## src/rtl/canvas_pkg.sv

```systemverilog
// ============================================================================
// Module   : canvas_pkg
// Brief    : Shared types for the canvas framebuffer write path.
// Revision : 1.0 - initial release
// ============================================================================
`default_nettype none

package canvas_pkg;

    localparam int X_BITS_DEF = 4;
    localparam int Y_BITS_DEF = 4;

    typedef logic [2:0] rgb_t;

    typedef enum logic [1:0] {
        IDLE  = 2'd0,
        WRITE = 2'd1,
        CLEAR = 2'd2
    } arb_state_t;

    typedef enum logic {
        GNT_PAINT = 1'b0,
        GNT_I2C   = 1'b1
    } gnt_id_t;

endpackage

`default_nettype wire

```

## src/rtl/canvas_rr_arb2.sv

```systemverilog
// ============================================================================
// Module   : canvas_rr_arb2
// Brief    : Two-way round-robin pick; contention goes to the side not last served.
// Revision : 1.0 - initial release
// ============================================================================
`default_nettype none

module canvas_rr_arb2
    import canvas_pkg::*;
(
    input  logic    clk,
    input  logic    rst_n,
    input  logic    i_req_paint,
    input  logic    i_req_i2c,
    input  logic    i_take,
    output logic    o_gnt_valid,
    output gnt_id_t o_gnt_id
);

    gnt_id_t r_last_grant;

    always_comb begin
        o_gnt_valid = i_req_paint | i_req_i2c;
        o_gnt_id    = GNT_PAINT;
        if (i_req_paint && i_req_i2c) begin
            o_gnt_id = (r_last_grant == GNT_PAINT) ? GNT_I2C : GNT_PAINT;
        end else if (i_req_i2c) begin
            o_gnt_id = GNT_I2C;
        end
    end

    always_ff @(posedge clk) begin
        if (!rst_n) begin
            r_last_grant <= GNT_I2C;
        end else if (i_take && o_gnt_valid) begin
            r_last_grant <= o_gnt_id;
        end
    end

endmodule

`default_nettype wire

```

## src/rtl/canvas_fb_arbiter.sv

```systemverilog
// ============================================================================
// Module   : canvas_fb_arbiter
// Brief    : Framebuffer write-port owner: painter, I2C host and clear sweep.
//            Define ARB_STATS_EN to build the saturating grant counters.
// Revision : 1.0 - initial release
// ============================================================================
`default_nettype none

module canvas_fb_arbiter
    import canvas_pkg::*;
#(
    parameter int   X_BITS      = X_BITS_DEF,
    parameter int   Y_BITS      = Y_BITS_DEF,
    parameter rgb_t CLEAR_COLOR = 3'b000
) (
    input  logic                     clk,
    input  logic                     rst_n,
    input  logic                     paint_req,
    input  logic [X_BITS-1:0]        paint_x,
    input  logic [Y_BITS-1:0]        paint_y,
    input  logic [2:0]               paint_rgb,
    output logic                     paint_ack,
    input  logic                     i2c_req,
    input  logic [X_BITS-1:0]        i2c_x,
    input  logic [Y_BITS-1:0]        i2c_y,
    input  logic [2:0]               i2c_rgb,
    output logic                     i2c_ack,
    input  logic                     clr_req,
    output logic                     clr_busy,
    output logic                     clr_done,
    output logic                     fb_we,
    output logic [X_BITS+Y_BITS-1:0] fb_addr,
    output logic [2:0]               fb_wdata,
    input  logic                     fb_ready,
    output logic [7:0]               stat_paint_cnt,
    output logic [7:0]               stat_i2c_cnt
);

    localparam int                  C_A_BITS    = X_BITS + Y_BITS;
    localparam logic [C_A_BITS-1:0] C_LAST_ADDR = '1;
    localparam logic [C_A_BITS-1:0] C_ONE       = {{(C_A_BITS-1){1'b0}}, 1'b1};

    arb_state_t          r_state, w_state_nxt;
    gnt_id_t             r_owner, w_owner_nxt;
    logic                r_clr_pending, w_clr_pending_nxt;
    logic [C_A_BITS-1:0] r_sweep_cnt, w_sweep_nxt;
    logic                r_fb_we, w_fb_we_nxt;
    logic [C_A_BITS-1:0] r_fb_addr, w_fb_addr_nxt;
    rgb_t                r_fb_wdata, w_fb_wdata_nxt;
    logic                r_paint_ack, w_paint_ack_nxt;
    logic                r_i2c_ack, w_i2c_ack_nxt;
    logic                r_clr_done, w_clr_done_nxt;

    logic    w_accept, w_clr_start, w_take, w_gnt_valid;
    logic    w_req_paint, w_req_i2c;
    gnt_id_t w_gnt_id;

    assign w_accept    = r_fb_we && fb_ready;
    assign w_clr_start = clr_req && !r_clr_pending && (r_state != CLEAR);
    assign w_take      = (r_state == IDLE) && !r_clr_pending;

    // A requester still sees its req high during its ack cycle; mask it so it
    // is not served twice for one request.
    assign w_req_paint = paint_req && !r_paint_ack;
    assign w_req_i2c   = i2c_req && !r_i2c_ack;

    canvas_rr_arb2 u_rr_arb2 (
        .clk         (clk),
        .rst_n       (rst_n),
        .i_req_paint (w_req_paint),
        .i_req_i2c   (w_req_i2c),
        .i_take      (w_take),
        .o_gnt_valid (w_gnt_valid),
        .o_gnt_id    (w_gnt_id)
    );

    always_ff @(posedge clk) begin
        if (!rst_n) begin
            r_state <= IDLE;
        end else begin
            r_state <= w_state_nxt;
        end
    end

    always_comb begin
        w_state_nxt = r_state;
        case (r_state)
            IDLE: begin
                if (r_clr_pending)    w_state_nxt = CLEAR;
                else if (w_gnt_valid) w_state_nxt = WRITE;
            end
            WRITE: if (w_accept) w_state_nxt = IDLE;
            CLEAR: if (w_accept && (r_sweep_cnt == C_LAST_ADDR)) w_state_nxt = IDLE;
            default: w_state_nxt = IDLE;
        endcase
    end

    always_comb begin
        w_fb_we_nxt       = r_fb_we;
        w_fb_addr_nxt     = r_fb_addr;
        w_fb_wdata_nxt    = r_fb_wdata;
        w_paint_ack_nxt   = 1'b0;
        w_i2c_ack_nxt     = 1'b0;
        w_clr_done_nxt    = 1'b0;
        w_sweep_nxt       = r_sweep_cnt;
        w_owner_nxt       = r_owner;
        w_clr_pending_nxt = r_clr_pending || w_clr_start;
        case (r_state)
            IDLE: begin
                if (r_clr_pending) begin
                    w_fb_we_nxt    = 1'b1;
                    w_fb_addr_nxt  = '0;
                    w_fb_wdata_nxt = CLEAR_COLOR;
                    w_sweep_nxt    = '0;
                end else if (w_gnt_valid) begin
                    w_fb_we_nxt = 1'b1;
                    w_owner_nxt = w_gnt_id;
                    if (w_gnt_id == GNT_PAINT) begin
                        w_fb_addr_nxt  = {paint_y, paint_x};
                        w_fb_wdata_nxt = paint_rgb;
                    end else begin
                        w_fb_addr_nxt  = {i2c_y, i2c_x};
                        w_fb_wdata_nxt = i2c_rgb;
                    end
                end
            end
            WRITE: begin
                if (w_accept) begin
                    w_fb_we_nxt     = 1'b0;
                    w_paint_ack_nxt = (r_owner == GNT_PAINT);
                    w_i2c_ack_nxt   = (r_owner == GNT_I2C);
                end
            end
            CLEAR: begin
                if (w_accept) begin
                    if (r_sweep_cnt == C_LAST_ADDR) begin
                        w_fb_we_nxt       = 1'b0;
                        w_clr_done_nxt    = 1'b1;
                        w_clr_pending_nxt = 1'b0;
                        w_sweep_nxt       = '0;
                    end else begin
                        w_sweep_nxt   = r_sweep_cnt + C_ONE;
                        w_fb_addr_nxt = r_sweep_cnt + C_ONE;
                    end
                end
            end
            default: w_fb_we_nxt = 1'b0;
        endcase
    end

    always_ff @(posedge clk) begin
        if (!rst_n) begin
            r_fb_we       <= 1'b0;
            r_fb_addr     <= '0;
            r_fb_wdata    <= '0;
            r_paint_ack   <= 1'b0;
            r_i2c_ack     <= 1'b0;
            r_clr_done    <= 1'b0;
            r_sweep_cnt   <= '0;
            r_owner       <= GNT_PAINT;
            r_clr_pending <= 1'b0;
        end else begin
            r_fb_we       <= w_fb_we_nxt;
            r_fb_addr     <= w_fb_addr_nxt;
            r_fb_wdata    <= w_fb_wdata_nxt;
            r_paint_ack   <= w_paint_ack_nxt;
            r_i2c_ack     <= w_i2c_ack_nxt;
            r_clr_done    <= w_clr_done_nxt;
            r_sweep_cnt   <= w_sweep_nxt;
            r_owner       <= w_owner_nxt;
            r_clr_pending <= w_clr_pending_nxt;
        end
    end

    assign fb_we     = r_fb_we;
    assign fb_addr   = r_fb_addr;
    assign fb_wdata  = r_fb_wdata;
    assign paint_ack = r_paint_ack;
    assign i2c_ack   = r_i2c_ack;
    assign clr_done  = r_clr_done;
    assign clr_busy  = r_clr_pending || (r_state == CLEAR);

`ifdef ARB_STATS_EN
    logic [7:0] r_stat_paint;
    logic [7:0] r_stat_i2c;

    always_ff @(posedge clk) begin
        if (!rst_n) begin
            r_stat_paint <= 8'h00;
            r_stat_i2c   <= 8'h00;
        end else begin
            if (w_paint_ack_nxt && (r_stat_paint != 8'hFF)) r_stat_paint <= r_stat_paint + 8'd1;
            if (w_i2c_ack_nxt && (r_stat_i2c != 8'hFF))     r_stat_i2c   <= r_stat_i2c + 8'd1;
        end
    end

    assign stat_paint_cnt = r_stat_paint;
    assign stat_i2c_cnt   = r_stat_i2c;
`else
    assign stat_paint_cnt = 8'h00;
    assign stat_i2c_cnt   = 8'h00;
`endif

endmodule

`default_nettype wire

```

## config.mk

```make
export PLATFORM = sky130hd
export DESIGN_NAME = canvas_fb_arbiter
export DESIGN_NICKNAME = d
export VERILOG_FILES = /design/src/rtl/canvas_pkg.sv /design/src/rtl/canvas_rr_arb2.sv /design/src/rtl/canvas_fb_arbiter.sv
export SDC_FILE = /design/constraint.sdc
export NUM_CORES = 1
export LEC_CHECK = 0
export BUFFER_PORTS_ARGS = -buffer_cell sky130_fd_sc_hd__buf_2
export CAP_MARGIN = 40
export CORE_MARGIN = 2
export CORE_UTILIZATION = 49
export DETAILED_ROUTE_END_ITERATION = 8
export HOLD_SLACK_MARGIN = 0.08
export PLACE_DENSITY = 0.8
export SETUP_SLACK_MARGIN = 0.05
export SKIP_CTS_REPAIR_TIMING = 1
export SLEW_MARGIN = 20
export SYNTH_ARGS = -nofsm -noshare
export SYNTH_HDL_FRONTEND = slang
export SYNTH_SLANG_ARGS = --single-unit
```

## constraint.sdc

```tcl
create_clock -name clk -period 1.74 [get_ports clk]
set_input_delay 0.087 -clock clk [delete_from_list [all_inputs] [get_ports clk]]
set_output_delay 0.087 -clock clk [all_outputs]
set_load 0.03 [all_outputs]
```

---- Word-level counts from Yosys, hierarchy flattened ----
Cells that the tools add are included.
word-level totals
  register bits ........................... 28
  output and inout port bits .............. 32
cells by class
  $add $sub $neg .......................... 1
  equal/unequal tests ..................... 11
  muxes and demuxes ....................... 31
  bitwise gates (word level) .............. 3
  reduce and logical (&&, ||, !) cells .... 25
operators by type and width
  cell                                                                     count
  8-bit two-way mux                                                        8
  8-bit one-hot mux with 2 select lines                                    2
  3-bit AND reduction                                                      5
  2-bit inequality test, second input constant                             7
  1-bit two-way mux                                                        12
  1-bit logical AND                                                        9
  3-bit two-way mux                                                        3
  8-bit by 1-bit adder with 8-bit output, second input constant            1
  8-bit == test, second input constant                                     1
  2-bit two-way mux                                                        4
  4-bit AND reduction                                                      2
  2-bit one-hot mux with 3 select lines                                    1
  2-bit nonzero test                                                       2
  1-bit logical NOT                                                        3
  3-bit by 2-bit inequality test with 1-bit output, second input constant  1
  1-bit one-hot mux with 3 select lines                                    1
  2-bit by 1-bit == test with 1-bit output, second input constant          1
  2-bit == test, second input constant                                     1
  2-bit logical NOT                                                        1
  1-bit logical OR                                                         2
  1-bit inverter                                                           2
  2-bit AND reduction                                                      1
  1-bit OR                                                                 1

---- Logic depth before layout (Yosys ltp) ----
Gate-level depths: netlist of run 1.
  depth after elaboration ................. 8
  gate-level depth with buffers ........... 7
  mapped depth without buffers ............ 6

---- Hierarchy ----
A second synthesis of run 1 with hierarchy kept.
second synthesis, totals
  cell total of the unflattened synthesis .. 197
  area, all modules ....................... 1659.1 µm²
by module, submodules not included
  module             instances  cells an instance  area each (µm²)  seq. area each (µm²)
  canvas_fb_arbiter  1          191                1605.3           540.5
  canvas_rr_arb2     1          6                  53.8             20.0

---- Least setup slack after synthesis of run 1 ----
Ideal clock, no wire load.
  kind .................................... register -> register
  start point ............................. register r_paint_ack (netlist: paint_ack)
  end point ............................... register r_fb_addr[5] (netlist: fb_addr[5])
  arrival time ............................ 1.458 ns
  slack ................................... 0.161 ns
  cell stages (with the launch flop) ...... 7
  path through ............................ dfxtp_1 nor2b_2 a21bo_4 buf_6 mux2_4 a22oi_1 a21oi_1
between the ends
  cells in the longest elaborated chain, start to end .. 8
ends and longest elaborated chain
  item                                   line                      source
  start: declaration                     canvas_fb_arbiter.sv:50   logic r_paint_ack, w_paint_ack_nxt;
  start signal: assignment               canvas_fb_arbiter.sv:166  r_paint_ack <= w_paint_ack_nxt;
  1-bit logical NOT *                    canvas_fb_arbiter.sv:64   assign w_req_paint = paint_req && !r_paint_ack;
  1-bit logical AND *                    canvas_fb_arbiter.sv:64
  1-bit logical AND                      canvas_rr_arb2.sv:25      if (i_req_paint && i_req_i2c) begin
  1-bit two-way mux                      canvas_rr_arb2.sv:25
  8-bit two-way mux                      canvas_fb_arbiter.sv:118  if (w_gnt_id == GNT_PAINT) begin
  8-bit two-way mux                      canvas_fb_arbiter.sv:115  end else if (w_gnt_valid) begin
  8-bit two-way mux                      canvas_fb_arbiter.sv:110  if (r_clr_pending) begin
  8-bit one-hot mux with 2 select lines  canvas_fb_arbiter.sv:108  case (r_state)
  end signal: assignment                 canvas_fb_arbiter.sv:164  r_fb_addr <= w_fb_addr_nxt;
  end: declaration                       canvas_fb_arbiter.sv:48   logic [C_A_BITS-1:0] r_fb_addr, w_fb_addr_nxt;
Every way passes the cells marked *; elsewhere a longest branch is shown, timed or not. The select of a mux whose other input is x is not followed.
A chain may end at the register's enable or synchronous reset.

---- Worst setup path in the final report of run 1 ----
  start point ............................. register r_state[0]
  end point ............................... output clr_busy
between the ends
  cells in the longest elaborated chain, start to end .. 2
ends and longest elaborated chain
  item                      line                      source
  start: declaration        canvas_fb_arbiter.sv:43   arb_state_t r_state, w_state_nxt;
  start signal: assignment  canvas_fb_arbiter.sv:81   r_state <= w_state_nxt;
  2-bit == test             canvas_fb_arbiter.sv:181  assign clr_busy = r_clr_pending || (r_state == CLEAR);
  1-bit logical OR          canvas_fb_arbiter.sv:181
  end: declaration          canvas_fb_arbiter.sv:29   output logic clr_busy,
No other way between the ends.

==> results of run 1 <==
## flip-flops by register name (all words and copies together), names as in the netlist, 2 cells and up
register	cells
r_sweep_cnt	8
r_state	2
fb_addr	8
fb_wdata	3
## critical path, stage by stage, from the launching register on
cell and delay [ns]:
dfxtp_1 0.43, and2b_1 0.30, nor2_4 0.20, inv_1 0.07, buf_2 0.18
## cells in the mapped netlist, types with 2 or more instances
master | n | share of area
a21boi_0 | 2 | 0.0094
and3_1 | 3 | 0.012
nor3_1 | 2 | 0.0063
mux2_4 | 3 | 0.028
o31ai_1 | 2 | 0.0094
nand2_1 | 17 | 0.040
mux2_2 | 2 | 0.014
a21oi_1 | 9 | 0.028
a31oi_1 | 2 | 0.0079
nor2b_1 | 7 | 0.028
o21ai_1 | 2 | 0.0063
nand2b_1 | 2 | 0.0079
mux2i_1 | 4 | 0.025
dfxtp_1 | 28 | 0.35
clkbuf_1 | 2 | 0.0047
o21ai_0 | 16 | 0.050
mux2_1 | 2 | 0.014
nand3_1 | 11 | 0.035
a32oi_1 | 3 | 0.017
a21boi_1 | 2 | 0.0094
xnor2_1 | 3 | 0.017
and2_1 | 4 | 0.016
buf_4 | 18 | 0.085
nor2_1 | 7 | 0.017
or2_1 | 2 | 0.0079
buf_2 | 3 | 0.0094
xor2_1 | 3 | 0.017
a22oi_1 | 5 | 0.024
## metal layers
| metal | share of wire | global-route usage | up-vias |
|---|---|---|---|
| met4 | 0.022 | 0.106 | 0 |
| li1 | - | - | 719 |
| met3 | 0.045 | 0.0256 | 7 |
| met1 | 0.47 | 0.267 | 654 |
| met5 | 0 | 0 | - |
| met2 | 0.46 | 0.290 | 55 |
## worst paths after layout
kind | cells after the start | end | slack [ns] | from
min | 2 | u_rr_arb2.r_last_grant | 0.12 | rst_n
max reg2reg | 5 | fb_addr[2] | 0.18 | paint_ack
min reg2reg | 1 | paint_ack | 0.44 | r_owner
max | 4 | clr_busy | 0.13 | r_state[0]
## final cells by class
type                       count  area (sq um)  share of cell area
inverter                       1          3.75             0.00195
multi-input combinational    146           917               0.475
clock buffer                   3          22.5              0.0117
tap                           44          55.1              0.0285
timing repair buffer          57           338               0.175
sequential                    28           563               0.292
clock inverter                 1          30.0              0.0156
## cell families after synthesis
| family | synth area share |
|---|---|
| other cells | 0.00236 |
| flops | 0.353 |
| simple gates | 0.219 |
| xor+xnor | 0.0331 |
| compound gates | 0.194 |
| mux | 0.0819 |
| buf+inv | 0.109 |
| fa+ha+maj | 0.00787 |
## power by group
part	internal, uW	leakage, uW	switching, uW	total [uW]
clock	233	0.0000279	197	431
combinational	185	0.000642	320	505
sequential	699	0.000230	42.6	742
total	1120	0.000900	560	1680
## per-stage QoR
stage | instances | hold WS [ns]
6_report | 280 | 0.119
5_1_grt | 280 | 0.125
4_1_cts | 273 | -0.0317
3_5_place_dp | 269 | 0.348
3_3_place_gp | 269 | 0.336
2_1_floorplan | 199 | 0.222
==> flow_metrics.tcl, run 1 <==
set metrics [dict create \
    htreeDepth 1 \
    syn-instance-count 184 \
    synth_seq_area_share 0.353 \
    setup_slack_ns 0.131 \
    die_area_sq_um 3710 \
    cp.required_ns 1.65 \
    num_rows 20 \
    vias 1435 \
    finalSetupTns_ns 0 \
    hpwl_um 2610 \
    finalPower_uw 1680 \
    synth_seq_cells 28 \
    drc 0 \
    routed_wl_um 3430 \
    cts_num_sinks 28 \
    grt_max_degree 28 \
    drive_above_1_share 0.288 \
    hold_viol_final 0 \
    synth.distinct_cells 46 \
    max_freq_ghz 0.621 \
    path_clk_slew_ns 0.14 \
    postLayoutCellArea_sq_um 1930 \
    setup_viol 0 \
    cts_made_buffers 3 \
    final_nets 266 \
    die_w_um 60.9 \
    root_buffer "clkbuf_4" \
    area_growth_pct 21.4 \
    antenna_found_initial 0 \
    layout_commonest_cell "buf_2" \
    start_util 0.516 \
    synth_edf_count 0 \
    grt_pass1_vias 1245 \
    tritoncts "built" \
    dr.first_iter.drc_count 23 \
    synth-main-ff-cell "dfxtp_1" \
    finalWorstPathRequiredPeriod_ns 1.61 \
    final_cell_mix "buf_2, dfxtp_1, nand2_1" \
    clkLatencyLatePin_ns 0.34 \
    post_synth.cell_area_avg_sq_um 8.64 \
    hold_path.class "in -> reg" \
    routed_via_density 5.13 \
    worstSetupPathType "reg -> out" \
    gp_congestion 0.892 \
    vdd_drop_max_uv 593 \
    netlist_area_sq_um 1590 \
    slew_viol_final 0 \
    clock_skew_ns 0.0123 \
    total_leakage_power_uw 0.000900 \
    crit_fanout 8 \
    drtAntennaViolNets 0 \
    yosysWarningCount 0 \
    nFillCells 270 \
    post-place-ws_ns 0.176 \
    diodes 0 \
    outcome "completed" \
    cts_buffer_depth 2 \
    num_io_pins 60 \
    die_h_um 60.9 \
    cp-start-kind "register" \
    cp-end-kind "output pin" \
    rsz0062_at_grt "true" \
    postPlaceCellArea_sq_um 1800 \
    grt_usage 0.193 \
    async_flop_share 0 \
    finalCritPeriodShare 0.925 \
    io_buffers 43 \
    routedWlPerCell_um 12.3 \
    coreArea_sq_um 3080 \
    crit_arrival_ns 1.52 \
    final_core_util 0.627 \
    first_pass_iters 4 \
    grt.overflow.total 0 \
    power_density_nw_per_um2 869 \
    max-cap-violations 0 \
    grt_pass1_wl_um 5350 \
]
Power figures use the tool's default switching activity.
==> run 2, diff against run 1 <==
==> constraint.sdc (replaced) <==
create_clock -name clk -period 1.74 [get_ports clk]
set_input_delay 0.174 -clock clk [delete_from_list [all_inputs] [get_ports clk]]
set_output_delay 0.174 -clock clk [all_outputs]
set_load 0.03 [all_outputs]
==> flow_metrics.tcl, run 2 (same netlist as run 1, synthesis figures left out) <==
set metrics [dict create \
    outcome "completed" \
    cp.required_ns 1.97 \
    routed_via_density 5.03 \
    start_util 0.516 \
    first_pass_iters 4 \
    grt_pass1_wl_um 5350 \
    setup_viol 0 \
    hold_viol_final 0 \
    finalCritPeriodShare 0.907 \
    die_area_sq_um 3710 \
    finalPower_uw 1570 \
    grt_max_degree 28 \
    diodes 0 \
    power_density_nw_per_um2 826 \
    dr.first_iter.drc_count 31 \
    drive_above_1_share 0.323 \
    drc 0 \
    layout_commonest_cell "buf_2" \
    finalWorstPathRequiredPeriod_ns 1.58 \
    worstSetupPathType "reg -> reg" \
    post-place-ws_ns 0.0143 \
    crit_fanout 12 \
    vdd_drop_max_uv 475 \
    cp_cell_sequence "nor2b_2, a21bo_4, mux2_2, a22oi_1, a21oi_1" \
    final_nets 265 \
    clkLatencyLatePin_ns 0.33 \
    worst_pin_slew_ns 0.521 \
    finalSetupTns_ns 0 \
    root_buffer "clkbuf_4" \
    slowest_stage "mux2_2" \
    path_clk_slew_ns 0.15 \
    hpwl_um 2660 \
    grt_usage 0.187 \
    num_rows 20 \
    r2r_slack_ns 0.16 \
    final-instance-count-excl-fill 279 \
    die_w_um 60.9 \
    cts_made_buffers 3 \
    max-cap-violations 0 \
    die_h_um 60.9 \
    num_io_pins 60 \
    setup_slack_ns 0.163 \
    drtAntennaViolNets 0 \
    coreArea_sq_um 3080 \
    total_leakage_power_uw 0.000891 \
    slew_viol_final 0 \
    cp-start-kind "register" \
    cp-end-kind "register" \
    antenna_found_initial 0 \
    max_freq_ghz 0.634 \
    cts_buffer_depth 2 \
    area_growth_pct 19.3 \
    crit_arrival_ns 1.81 \
    slew_headroom 0.651 \
    grt_pass1_vias 1240 \
    grt.overflow.total 0 \
    rsz0062_at_grt "false" \
    hold_path.class "in -> reg" \
    gp_congestion 0.837 \
    routed_wl_um 3500 \
    io_buffers 43 \
    cpPeakStageDelay_ns 0.37 \
    final_cell_mix "buf_2, dfxtp_1, nand2_1" \
    cts_num_sinks 28 \
    clock_skew_ns 0.0123 \
    routedWlPerCell_um 12.5 \
    dp.cells 272 \
    htreeDepth 1 \
    vias 1404 \
    tritoncts "built" \
]
run 2: path summary, 6_finish.rpt:
check	start	cells after the start	to
max	paint_ack	5	fb_addr[1]
min	i2c_rgb[1]	3	fb_wdata[1]
max reg2reg	paint_ack	5	fb_addr[1]
min reg2reg	r_owner	1	paint_ack
run 2: worst max-delay path: cells and delay by family, from the launching register on:
kind            cells  cell delay (ns)
simple gates        1             0.19
flops               1             0.34
mux                 1             0.37
compound gates      3             0.59
run 2: layout make-up:
class                           instances  area [sq um]
Clock buffer                            4          36.3
Fill cell                             273          1180
Inverter                                1          3.75
Multi-Input combinational cell        147           928
Sequential cell                        28           564
Tap cell                               44          55.1
Timing Repair Buffer                   55           308
run 2: routing by layer:
metal	wire length (um)	GRT usage	vias to the layer above
met4	27	0.0466	0
met2	1690	0.303	42
met3	137	0.0277	4
li1	-	-	721
met1	1640	0.263	637
met5	0	0	-
run 2: through the flow:
step                      hold WS, ns  utilization  instance area (sq um)
after floorplan                 0.309            -                   1650
after global placement          0.417        0.592                   1820
after detailed placement        0.421        0.592                   1820
after CTS                      0.0682        0.604                   1860
after global routing            0.123        0.616                   1900
final                           0.116        0.616                   1900
run 2: power breakdown:
group | internal [uW] | switching, uW | leakage [uW] | total [uW]
clock | 128 | 189 | 0.0000210 | 317
sequential | 700 | 37.9 | 0.000231 | 738
combinational | 182 | 330 | 0.000640 | 512
total | 1010 | 556 | 0.000891 | 1570
